<file path="src/rtl/bsg_cache_sbuf_pkg.sv">
// Shared types for the cache store buffer: entry layout, occupancy encoding and the
// byte-offset width used when matching load words against buffered stores.
package bsg_cache_sbuf_pkg;

   localparam int SBUF_DATA_W  = 16;
   localparam int SBUF_ADDR_W  = 12;
   localparam int SBUF_MASK_W  = SBUF_DATA_W / 8;
   localparam int SBUF_LG_MASK = $clog2(SBUF_MASK_W);

   typedef enum logic [1:0] {
      EMPTY = 2'd0,
      ONE   = 2'd1,
      TWO   = 2'd2
   } num_els_e;

   typedef struct packed {
      logic [SBUF_ADDR_W-1:0] addr;
      logic [SBUF_DATA_W-1:0] data;
      logic [SBUF_MASK_W-1:0] mask;
   } sbuf_entry_s;

   localparam int SBUF_ENTRY_W = $bits(sbuf_entry_s);

endpackage

</file>
<file path="src/rtl/bsg_cache_sbuf_queue.sv">
// Two-element datapath queue: el1 is the head, el0 the second slot. Storage carries no
// reset; occupancy is tracked by the controller.
module bsg_cache_sbuf_queue #(
   parameter int width_p = 1
) (
   input  logic               clk_i,
   input  logic               el0_en_i,
   input  logic               el1_en_i,
   input  logic               mux0_sel_i,
   input  logic               mux1_sel_i,
   input  logic [width_p-1:0] data_i,
   output logic [width_p-1:0] data_o,
   output logic [width_p-1:0] el0_o,
   output logic [width_p-1:0] el1_o
);

   logic [width_p-1:0] r_el0;
   logic [width_p-1:0] r_el1;
   logic [width_p-1:0] w_el1_n;

   // el1 refills either from the second slot (advance) or straight from the input
   assign w_el1_n = mux0_sel_i ? r_el0 : data_i;

   always_ff @(posedge clk_i) begin
      if (el0_en_i) r_el0 <= data_i;
      if (el1_en_i) r_el1 <= w_el1_n;
   end

   assign data_o = mux1_sel_i ? r_el1 : data_i;
   assign el0_o  = r_el0;
   assign el1_o  = r_el1;

endmodule

</file>
<file path="src/rtl/bsg_cache_sbuf_ctrl.sv">
// Two-entry store buffer controller: occupancy FSM, queue enable/mux decode, and the
// byte-masked load bypass over buffered stores. Widths must match bsg_cache_sbuf_pkg.
module bsg_cache_sbuf_ctrl
   import bsg_cache_sbuf_pkg::*;
#(
   parameter  int data_width_p = SBUF_DATA_W,
   parameter  int addr_width_p = SBUF_ADDR_W,
   localparam int mask_width_p = data_width_p / 8
) (
   input  logic                    clk_i,
   input  logic                    reset_n_i,

   input  logic                    v_i,
   input  logic [addr_width_p-1:0] addr_i,
   input  logic [data_width_p-1:0] data_i,
   input  logic [mask_width_p-1:0] mask_i,
   output logic                    ready_o,

   output logic                    v_o,
   output logic [addr_width_p-1:0] addr_o,
   output logic [data_width_p-1:0] data_o,
   output logic [mask_width_p-1:0] mask_o,
   input  logic                    yumi_i,

   input  logic                    bypass_v_i,
   input  logic [addr_width_p-1:0] bypass_addr_i,
   output logic [data_width_p-1:0] bypass_data_o,
   output logic [mask_width_p-1:0] bypass_mask_o,

   output logic                    empty_o,
   output logic                    full_o
);

   num_els_e    r_num_els;
   num_els_e    w_num_els_n;
   logic        w_in_acc;
   logic        w_el0_en;
   logic        w_el1_en;
   logic        w_mux0_sel;
   logic        w_mux1_sel;
   sbuf_entry_s w_in;
   sbuf_entry_s w_head;
   sbuf_entry_s w_el0;
   sbuf_entry_s w_el1;
   logic        w_hit0;
   logic        w_hit1;

   // Handshake outputs are forced quiet while reset is held, independent of the clock
   assign ready_o  = reset_n_i & (r_num_els != TWO);
   assign v_o      = reset_n_i & ((r_num_els != EMPTY) | v_i);
   assign empty_o  = (r_num_els == EMPTY);
   assign full_o   = (r_num_els == TWO);
   assign w_in_acc = v_i & ready_o;

   assign w_in.addr = addr_i;
   assign w_in.data = data_i;
   assign w_in.mask = mask_i;

   assign w_mux1_sel = (r_num_els != EMPTY);

   always_comb begin
      w_num_els_n = r_num_els;
      w_el0_en    = 1'b0;
      w_el1_en    = 1'b0;
      w_mux0_sel  = 1'b0;
      case (r_num_els)
         EMPTY: begin
            if (w_in_acc && !yumi_i) begin
               w_el1_en    = 1'b1;
               w_num_els_n = ONE;
            end
         end
         ONE: begin
            if (w_in_acc && yumi_i) begin
               w_el1_en    = 1'b1;
            end else if (w_in_acc) begin
               w_el0_en    = 1'b1;
               w_num_els_n = TWO;
            end else if (yumi_i) begin
               w_num_els_n = EMPTY;
            end
         end
         TWO: begin
            w_mux0_sel = 1'b1;
            if (yumi_i) begin
               w_el1_en    = 1'b1;
               w_num_els_n = ONE;
            end
         end
         default: w_num_els_n = EMPTY;
      endcase
   end

   always_ff @(posedge clk_i or negedge reset_n_i) begin
      if (!reset_n_i) r_num_els <= EMPTY;
      else            r_num_els <= w_num_els_n;
   end

   bsg_cache_sbuf_queue #(
      .width_p (SBUF_ENTRY_W)
   ) u_queue (
      .clk_i      (clk_i),
      .el0_en_i   (w_el0_en),
      .el1_en_i   (w_el1_en),
      .mux0_sel_i (w_mux0_sel),
      .mux1_sel_i (w_mux1_sel),
      .data_i     (w_in),
      .data_o     (w_head),
      .el0_o      (w_el0),
      .el1_o      (w_el1)
   );

   assign addr_o = w_head.addr;
   assign data_o = w_head.data;
   assign mask_o = w_head.mask;

   // Word match ignores byte offset; only occupied slots are candidates
   assign w_hit1 = bypass_v_i && (r_num_els != EMPTY)
                   && ((w_el1.addr >> SBUF_LG_MASK) == (bypass_addr_i >> SBUF_LG_MASK));
   assign w_hit0 = bypass_v_i && (r_num_els == TWO)
                   && ((w_el0.addr >> SBUF_LG_MASK) == (bypass_addr_i >> SBUF_LG_MASK));

   // el0 is the younger store, so it takes priority byte by byte
   always_comb begin
      bypass_data_o = '0;
      bypass_mask_o = '0;
      for (int b = 0; b < mask_width_p; b++) begin
         if (w_hit0 && w_el0.mask[b]) begin
            bypass_data_o[8*b +: 8] = w_el0.data[8*b +: 8];
            bypass_mask_o[b]        = 1'b1;
         end else if (w_hit1 && w_el1.mask[b]) begin
            bypass_data_o[8*b +: 8] = w_el1.data[8*b +: 8];
            bypass_mask_o[b]        = 1'b1;
         end
      end
   end

`ifndef SYNTHESIS
   a_yumi_needs_valid: assert property (@(posedge clk_i) disable iff (!reset_n_i) yumi_i |-> v_o);
`endif

endmodule
</file>
<file path="config.mk">
export PLATFORM = sky130hd
export DESIGN_NAME = bsg_cache_sbuf_ctrl
export DESIGN_NICKNAME = d
export VERILOG_FILES = /design/src/rtl/bsg_cache_sbuf_pkg.sv /design/src/rtl/bsg_cache_sbuf_queue.sv /design/src/rtl/bsg_cache_sbuf_ctrl.sv
export SDC_FILE = /design/constraint.sdc
export NUM_CORES = 1
export LEC_CHECK = 0
export CAP_MARGIN = 30
export CELL_PAD_IN_SITES_DETAIL_PLACEMENT = 1
export CELL_PAD_IN_SITES_GLOBAL_PLACEMENT = 1
export CORE_MARGIN = 5
export CORE_UTILIZATION = 37
export CTS_BUF_LIST = sky130_fd_sc_hd__clkbuf_8
export CTS_CLUSTER_SIZE = 28
export DETAILED_ROUTE_END_ITERATION = 16
export PLACE_DENSITY_LB_ADDON = 0.1
export SETUP_SLACK_MARGIN = 0.05
export SYNTH_ARGS = -nofsm -noshare
export SYNTH_HDL_FRONTEND = slang
export SYNTH_HIERARCHICAL = 1
export SYNTH_SLANG_ARGS = --single-unit
</file>
<file path="constraint.sdc">
create_clock -name clk_i -period 3.5 [get_ports clk_i]
set_clock_uncertainty 0.05 [all_clocks]
set_input_delay 0.7 -clock clk_i [delete_from_list [all_inputs] [get_ports clk_i]]
set_output_delay 0.7 -clock clk_i [all_outputs]
set_load 0.02 [all_outputs]
</file>
Yosys cells after proc, flatten, opt, wreduce, memory -nomap -nowiden
Index checks and enable logic that the tools add are counted.
{"block": "totals", "reg_bits": 62, "in_bits": 47, "out_inout_bits": 52, "elab_cells": 54}
{"block": "op_classes", "n_eq_ne": 9, "muxes": 24, "bitwise_logic": 4, "reduce_logical": 14}
{"operator": "$mux 30", "count": 2}
{"operator": "$mux 8", "count": 4}
{"operator": "$eq 11x11->1", "count": 2}
{"operator": "$mux 1", "count": 11}
{"operator": "$logic_and 1x1->1", "count": 10}
{"operator": "$mux 2", "count": 5}
{"operator": "$ne 2x2->1 const B", "count": 3}
{"operator": "$pmux 2 s3", "count": 1}
{"operator": "$reduce_and 4->1", "count": 1}
{"operator": "$and 1x1->1", "count": 3}
{"operator": "$ne 3x3->1 const B", "count": 1}
{"operator": "$pmux 1 s3", "count": 1}
{"operator": "$eq 2x1->1 const B", "count": 1}
{"operator": "$eq 2x2->1 const B", "count": 1}
{"operator": "$logic_not 2->1", "count": 1}
{"operator": "$ne 2x1->1 const B", "count": 1}
{"operator": "$reduce_bool 2->1", "count": 1}
{"operator": "$logic_not 1->1", "count": 1}
{"operator": "$or 1x1->1", "count": 1}

Logic depth before layout (Yosys ltp)
{"block": "logic_depth", "ltp_word": 6, "ltp_mapped": 6, "depth_no_buf": 4}

Modules after synthesis
The synthesis kept the hierarchy.
{"mod": "bsg_cache_sbuf_queue", "instances": 1, "cells_per_inst": 126, "area_per_inst_um2": 2770.2, "seq_area_each_um2": 1801.7}
{"mod": "bsg_cache_sbuf_ctrl", "instances": 1, "cells_per_inst": 149, "area_per_inst_um2": 1021.0, "seq_area_each_um2": 50.0}

Worst setup path after synthesis
No wires, ideal clock.
{"block": "synth_timing", "kind": "input-to-reg", "from": "input v_i", "to": "register u_queue.r_el0[0], in the netlist u_queue/el0_o[0], enable pin", "setup_time_ns": 0.464, "arrival_ns": 3.131, "required_ns": 2.986, "path_slack_ns": -0.145, "cell_stages": 2, "path_buffers": 0, "cell_sequence": "nand2_1 nor3b_1"}
{"block": "synth_between", "elab_chain_cells": 4, "elab_cells_between_ends": 5, "cone_classes": "3 x mux; 1 x bitwise; 1 x reduce/logical"}
{"item": "from (decl)", "line": "bsg_cache_sbuf_ctrl.sv:13", "source": "input logic v_i,"}
{"item": "$and 1x1->1 *", "line": "bsg_cache_sbuf_ctrl.sv:53", "source": "assign w_in_acc = v_i & ready_o;"}
{"item": "$mux 1 / $logic_and 1x1->1 (equally long branches)", "line": "bsg_cache_sbuf_ctrl.sv:76, bsg_cache_sbuf_ctrl.sv:74"}
{"item": "$mux 1 *", "line": "bsg_cache_sbuf_ctrl.sv:74", "source": "if (w_in_acc && yumi_i) begin"}
{"item": "$mux 1 *", "line": "bsg_cache_sbuf_ctrl.sv:66", "source": "case (r_num_els)"}
{"item": "named net w_el0_en", "line": "bsg_cache_sbuf_ctrl.sv:37", "source": "logic w_el0_en;"}
{"item": "to (signal assigned)", "line": "bsg_cache_sbuf_queue.sv:25", "source": "if (el0_en_i) r_el0 <= data_i;"}
{"item": "to (decl)", "line": "bsg_cache_sbuf_queue.sv:17", "source": "logic [width_p-1:0] r_el0;"}
The timed path passes the listed nets; every way through them passes the cells marked *.
A chain may end at the register's enable or synchronous reset.

Final worst setup path
{"block": "layout_timing", "from": "input bypass_addr_i[4]", "to": "output bypass_data_o[7]"}
{"block": "layout_between", "elab_chain_cells": 5, "elab_cells_between_ends": 8, "cone_classes": "2 x eq/ne; 2 x mux; 4 x reduce/logical"}
{"item": "from (decl)", "line": "bsg_cache_sbuf_ctrl.sv:26", "source": "input logic [addr_width_p-1:0] bypass_addr_i,"}
{"item": "$eq 11x11->1", "line": "bsg_cache_sbuf_ctrl.sv:119", "source": "&& ((w_el1.addr >> SBUF_LG_MASK) == (bypass_addr_i >> SBUF_LG_MASK));"}
{"item": "$logic_and 1x1->1", "line": "bsg_cache_sbuf_ctrl.sv:119"}
{"item": "$logic_and 1x1->1", "line": "bsg_cache_sbuf_ctrl.sv:131", "source": "end else if (w_hit1 && w_el1.mask[b]) begin"}
{"item": "$mux 8", "line": "bsg_cache_sbuf_ctrl.sv:131"}
{"item": "$mux 8 *", "line": "bsg_cache_sbuf_ctrl.sv:128", "source": "if (w_hit0 && w_el0.mask[b]) begin"}
{"item": "to (decl)", "line": "bsg_cache_sbuf_ctrl.sv:27", "source": "output logic [data_width_p-1:0] bypass_data_o,"}
Every way passes the cells marked *; elsewhere a longest branch is shown, timed or not.

==> results.cfg <==
[clock_tree]
clock_latency_ps = 340
clock-sinks = 62
htree_levels = 3
cts_hold_buf = 0
cts_tree = built
clockRootBuffer = clkbuf_8
postCtsSetupRepairBufs = 0
cts_max_path_buffers = 2
clk_pin_slew_ps = 70
cts_made_buffers = 9

[logic_synthesis]
synth-edff-count = 60
yosysSeqAreaShare_pct = 48.84
netlist_instances = 275
synthTopCellsByArea = edfxtp_1 48%, mux2_4 24%, xor2_1 4.4%, mux2i_1 4.2%, buf_6 3.3%
syn-cell-area_sq_mm = 0.003791
synthArstFlopShare_pct = 3.226
yosys.area.top_type = edfxtp_1
synth_nets = 322
synth_top_flop_cell = edfxtp_1
yosys_register_bits = 62
yosys.cell_types.count = 29
synth_common_cells = 60 x edfxtp_1, 60 x mux2_4, 20 x nand2_1
yosysWarningCount = 6
avgSynthCellArea_sq_um = 13.79
yosysTopAreaCellShare_pct = 47.52

[sta]
hold_viol_final = 0
fin_setup_tns_ps = 0
min_period_ps = 3398
rsz0062_at_grt = yes
fin_crit_sh_pct = 97.09
worst_pin_slew_ps = 666.8
setup_viol = 0
fmax_ghz = 0.2943
slew_headroom_pct = 55.55
slew_viol_final = 0

[grt]
grt_max_degree = 35
grt_pass1_wl_microns = 16370
grt_use_total_pct = 16.89
overflow = 0
antenna_found_initial = 0
grt_pass1_vias = 3008

[power_and_ir_drop]
pwr-share-comb_pct = 28.2
max-vdd-ir-drop_uv = 212.5
finalPower_mw = 2.062
leakage_nw = 2.077
switching_share_pct = 27.93
power-per-cell-area_mw_per_mm2 = 399.1
p_switching_mw = 0.5760
clkPwrFrac_pct = 29.1
p_int_mw = 1.486
power_frac_seq_pct = 42.6

[routing]
drc = 0
drt-initial-drc-count = 95
vias = 2622
wl_microns = 10110
avgViaCountPerCell = 4.985
antenna_left = 0
drt_pass1_iterations = 4
wl_per_cell_microns = 19.22

[critical_path]
regToRegStartpoint = r_num_els[0]$_DFFE_PN0P_
r2r_cells = 3
cp-end-kind = output pin
r2r_slack_ps = 1580
crit_type = primary input to output pin
regToRegEndpoint = u_queue/el1_o[5]$_DFFE_PP_
cp_common_cell = buf_4
arrival_ps = 2650
critPathMaxStageDelay_ps = 460
start_kind = primary input
cp_slowest_cell = clkdlybuf4s50_1
crit_path_max_fanout = 9
critPathRequiredTime_ps = 2750
timing.critical_path.cells = clkdlybuf4s50_1 -> xor2_1 -> nor4_1 -> buf_4 -> nand4_1 -> buf_4 -> mux2i_2 -> clkdlybuf4s15_2

[layout]
postLayoutCoreUtil_pct = 50.97
layout-drive-gt1-share_pct = 29.23
n_fill_cell = 1034
n_antenna_cell = 0
fin_nets = 432
area_growth_pct = 36.30
design_area_sq_mm = 0.005167

[placement]
place_area_sq_mm = 0.005009
place.gp.congestion = 0.7079
place_hpwl_microns = 6903
port_buffers = 97

[die]
core_area_sq_mm = 0.01014
fp.dieW_microns = 111.2
die-area_sq_mm = 0.01237
rows = 37
ios = 99
chipHeight_microns = 111.2
initial_utilization_pct = 37.39

[status]
status = completed

[flow_run]
maxCapViolCount = 0

[worst_hold_path]
hold_class = primary input to async pin
power groups by stage:
| stage | registers [mW] | logic (mW) | clock network, mW |
|---|---|---|---|
| 2_1_floorplan | 0.885 | 0.349 | 0 |
| 3_3_place_gp | 0.894 | 0.579 | 0 |
| 3_5_place_dp | 0.895 | 0.588 | 0 |
| 4_1_cts | 0.879 | 0.591 | 0.621 |
| 5_1_grt | 0.882 | 0.617 | 0.653 |
| 6_report | 0.879 | 0.583 | 0.601 |
layout make-up:
type / instances / area, sq um / area share (%)
Clock inverter: 7 / 57.56 / 1.114
Timing Repair Buffer: 115 / 1121 / 21.69
Inverter: 18 / 67.56 / 1.308
Multi-Input combinational cell: 179 / 1775 / 34.36
Sequential cell: 62 / 1852 / 35.84
Tap cell: 136 / 170.2 / 3.293
Clock buffer: 9 / 123.9 / 2.397
cell families (layout without fill, tap and decap cells):
| logic type | count (synthesis) | count (layout) | synth area share [%] |
|---|---|---|---|
| mux | 76 | 76 | 27.99 |
| simple gates | 72 | 72 | 10.76 |
| flops | 62 | 62 | 48.84 |
| buf+inv | 34 | 149 | 5.676 |
| xor+xnor | 23 | 23 | 5.512 |
| compound gates | 8 | 8 | 1.221 |
cells in the final DEF, fill, tap and decap left out, types with 3 or more instances in the layout:
master,synthesis,layout
clkbuf_8,0,9
mux2i_1,16,14
clkdlybuf4s50_1,0,79
buf_12,0,5
o21ai_1,3,3
mux2_4,60,60
edfxtp_1,60,60
nand2_1,20,20
xor2_1,19,19
buf_4,1,13
inv_1,18,20
nand4_1,18,18
clkdlybuf4s15_2,0,4
clkbuf_2,0,10
nor3_1,18,18
xnor2_1,3,3
metal layers:
| metal | up-vias | wire length (microns) | GRT usage (%) |
|---|---|---|---|
| met5 | - | 0 | 0 |
| met4 | 0 | 161 | 6.083 |
| met3 | 12 | 612 | 5.240 |
| met2 | 70 | 4980 | 29.19 |
| met1 | 1306 | 4356 | 19.70 |
| li1 | 1234 | - | - |
metrics by stage:
step | worst slack [ps] | cells | hold WS (ps)
floorplan | 545.8 | 275 | 354.4
global placement | -328.2 | 510 | 483.7
detailed placement | -301.8 | 510 | 485.5
CTS | 50.93 | 526 | 481.0
global route | 15.23 | 526 | 486.2
finish | 102.0 | 526 | 497.1
sequential cells by signal, summed over array words and instances (netlist names):
| register | flops |
|---|---|
| r_num_els | 2 |
| u_queue/el1_o | 30 |
| u_queue/el0_o | 30 |
what timing repair did:
action | 4_1_cts | 5_1_grt
pin swaps | 1 | 1
endpoints found under the hold margin | 0 | 0
setup endpoints to repair | 18 | 16
resized for setup | 30 | 22
worst max-delay path by stage:
stage                            startpoint                          to  slack, ps
final                      bypass_addr_i[4]            bypass_data_o[7]        100
after global routing       bypass_addr_i[4]            bypass_data_o[7]         20
after CTS                  bypass_addr_i[2]            bypass_data_o[7]         50
after detailed placement  bypass_addr_i[10]            bypass_data_o[7]       -300
after global placement    bypass_addr_i[10]            bypass_data_o[6]       -330
after floorplan                         v_i  u_queue/el1_o[0]$_DFFE_PP_        550
critical path, delay by kind of cell:
| kind | cells | cell delay [ps] |
|---|---|---|
| XOR/XNOR | 1 | 190 |
| buffers and inverters | 4 | 1140 |
| multiplexers | 1 | 230 |
| AND/OR/NAND/NOR | 2 | 400 |
Power figures use the tool's default switching activity.
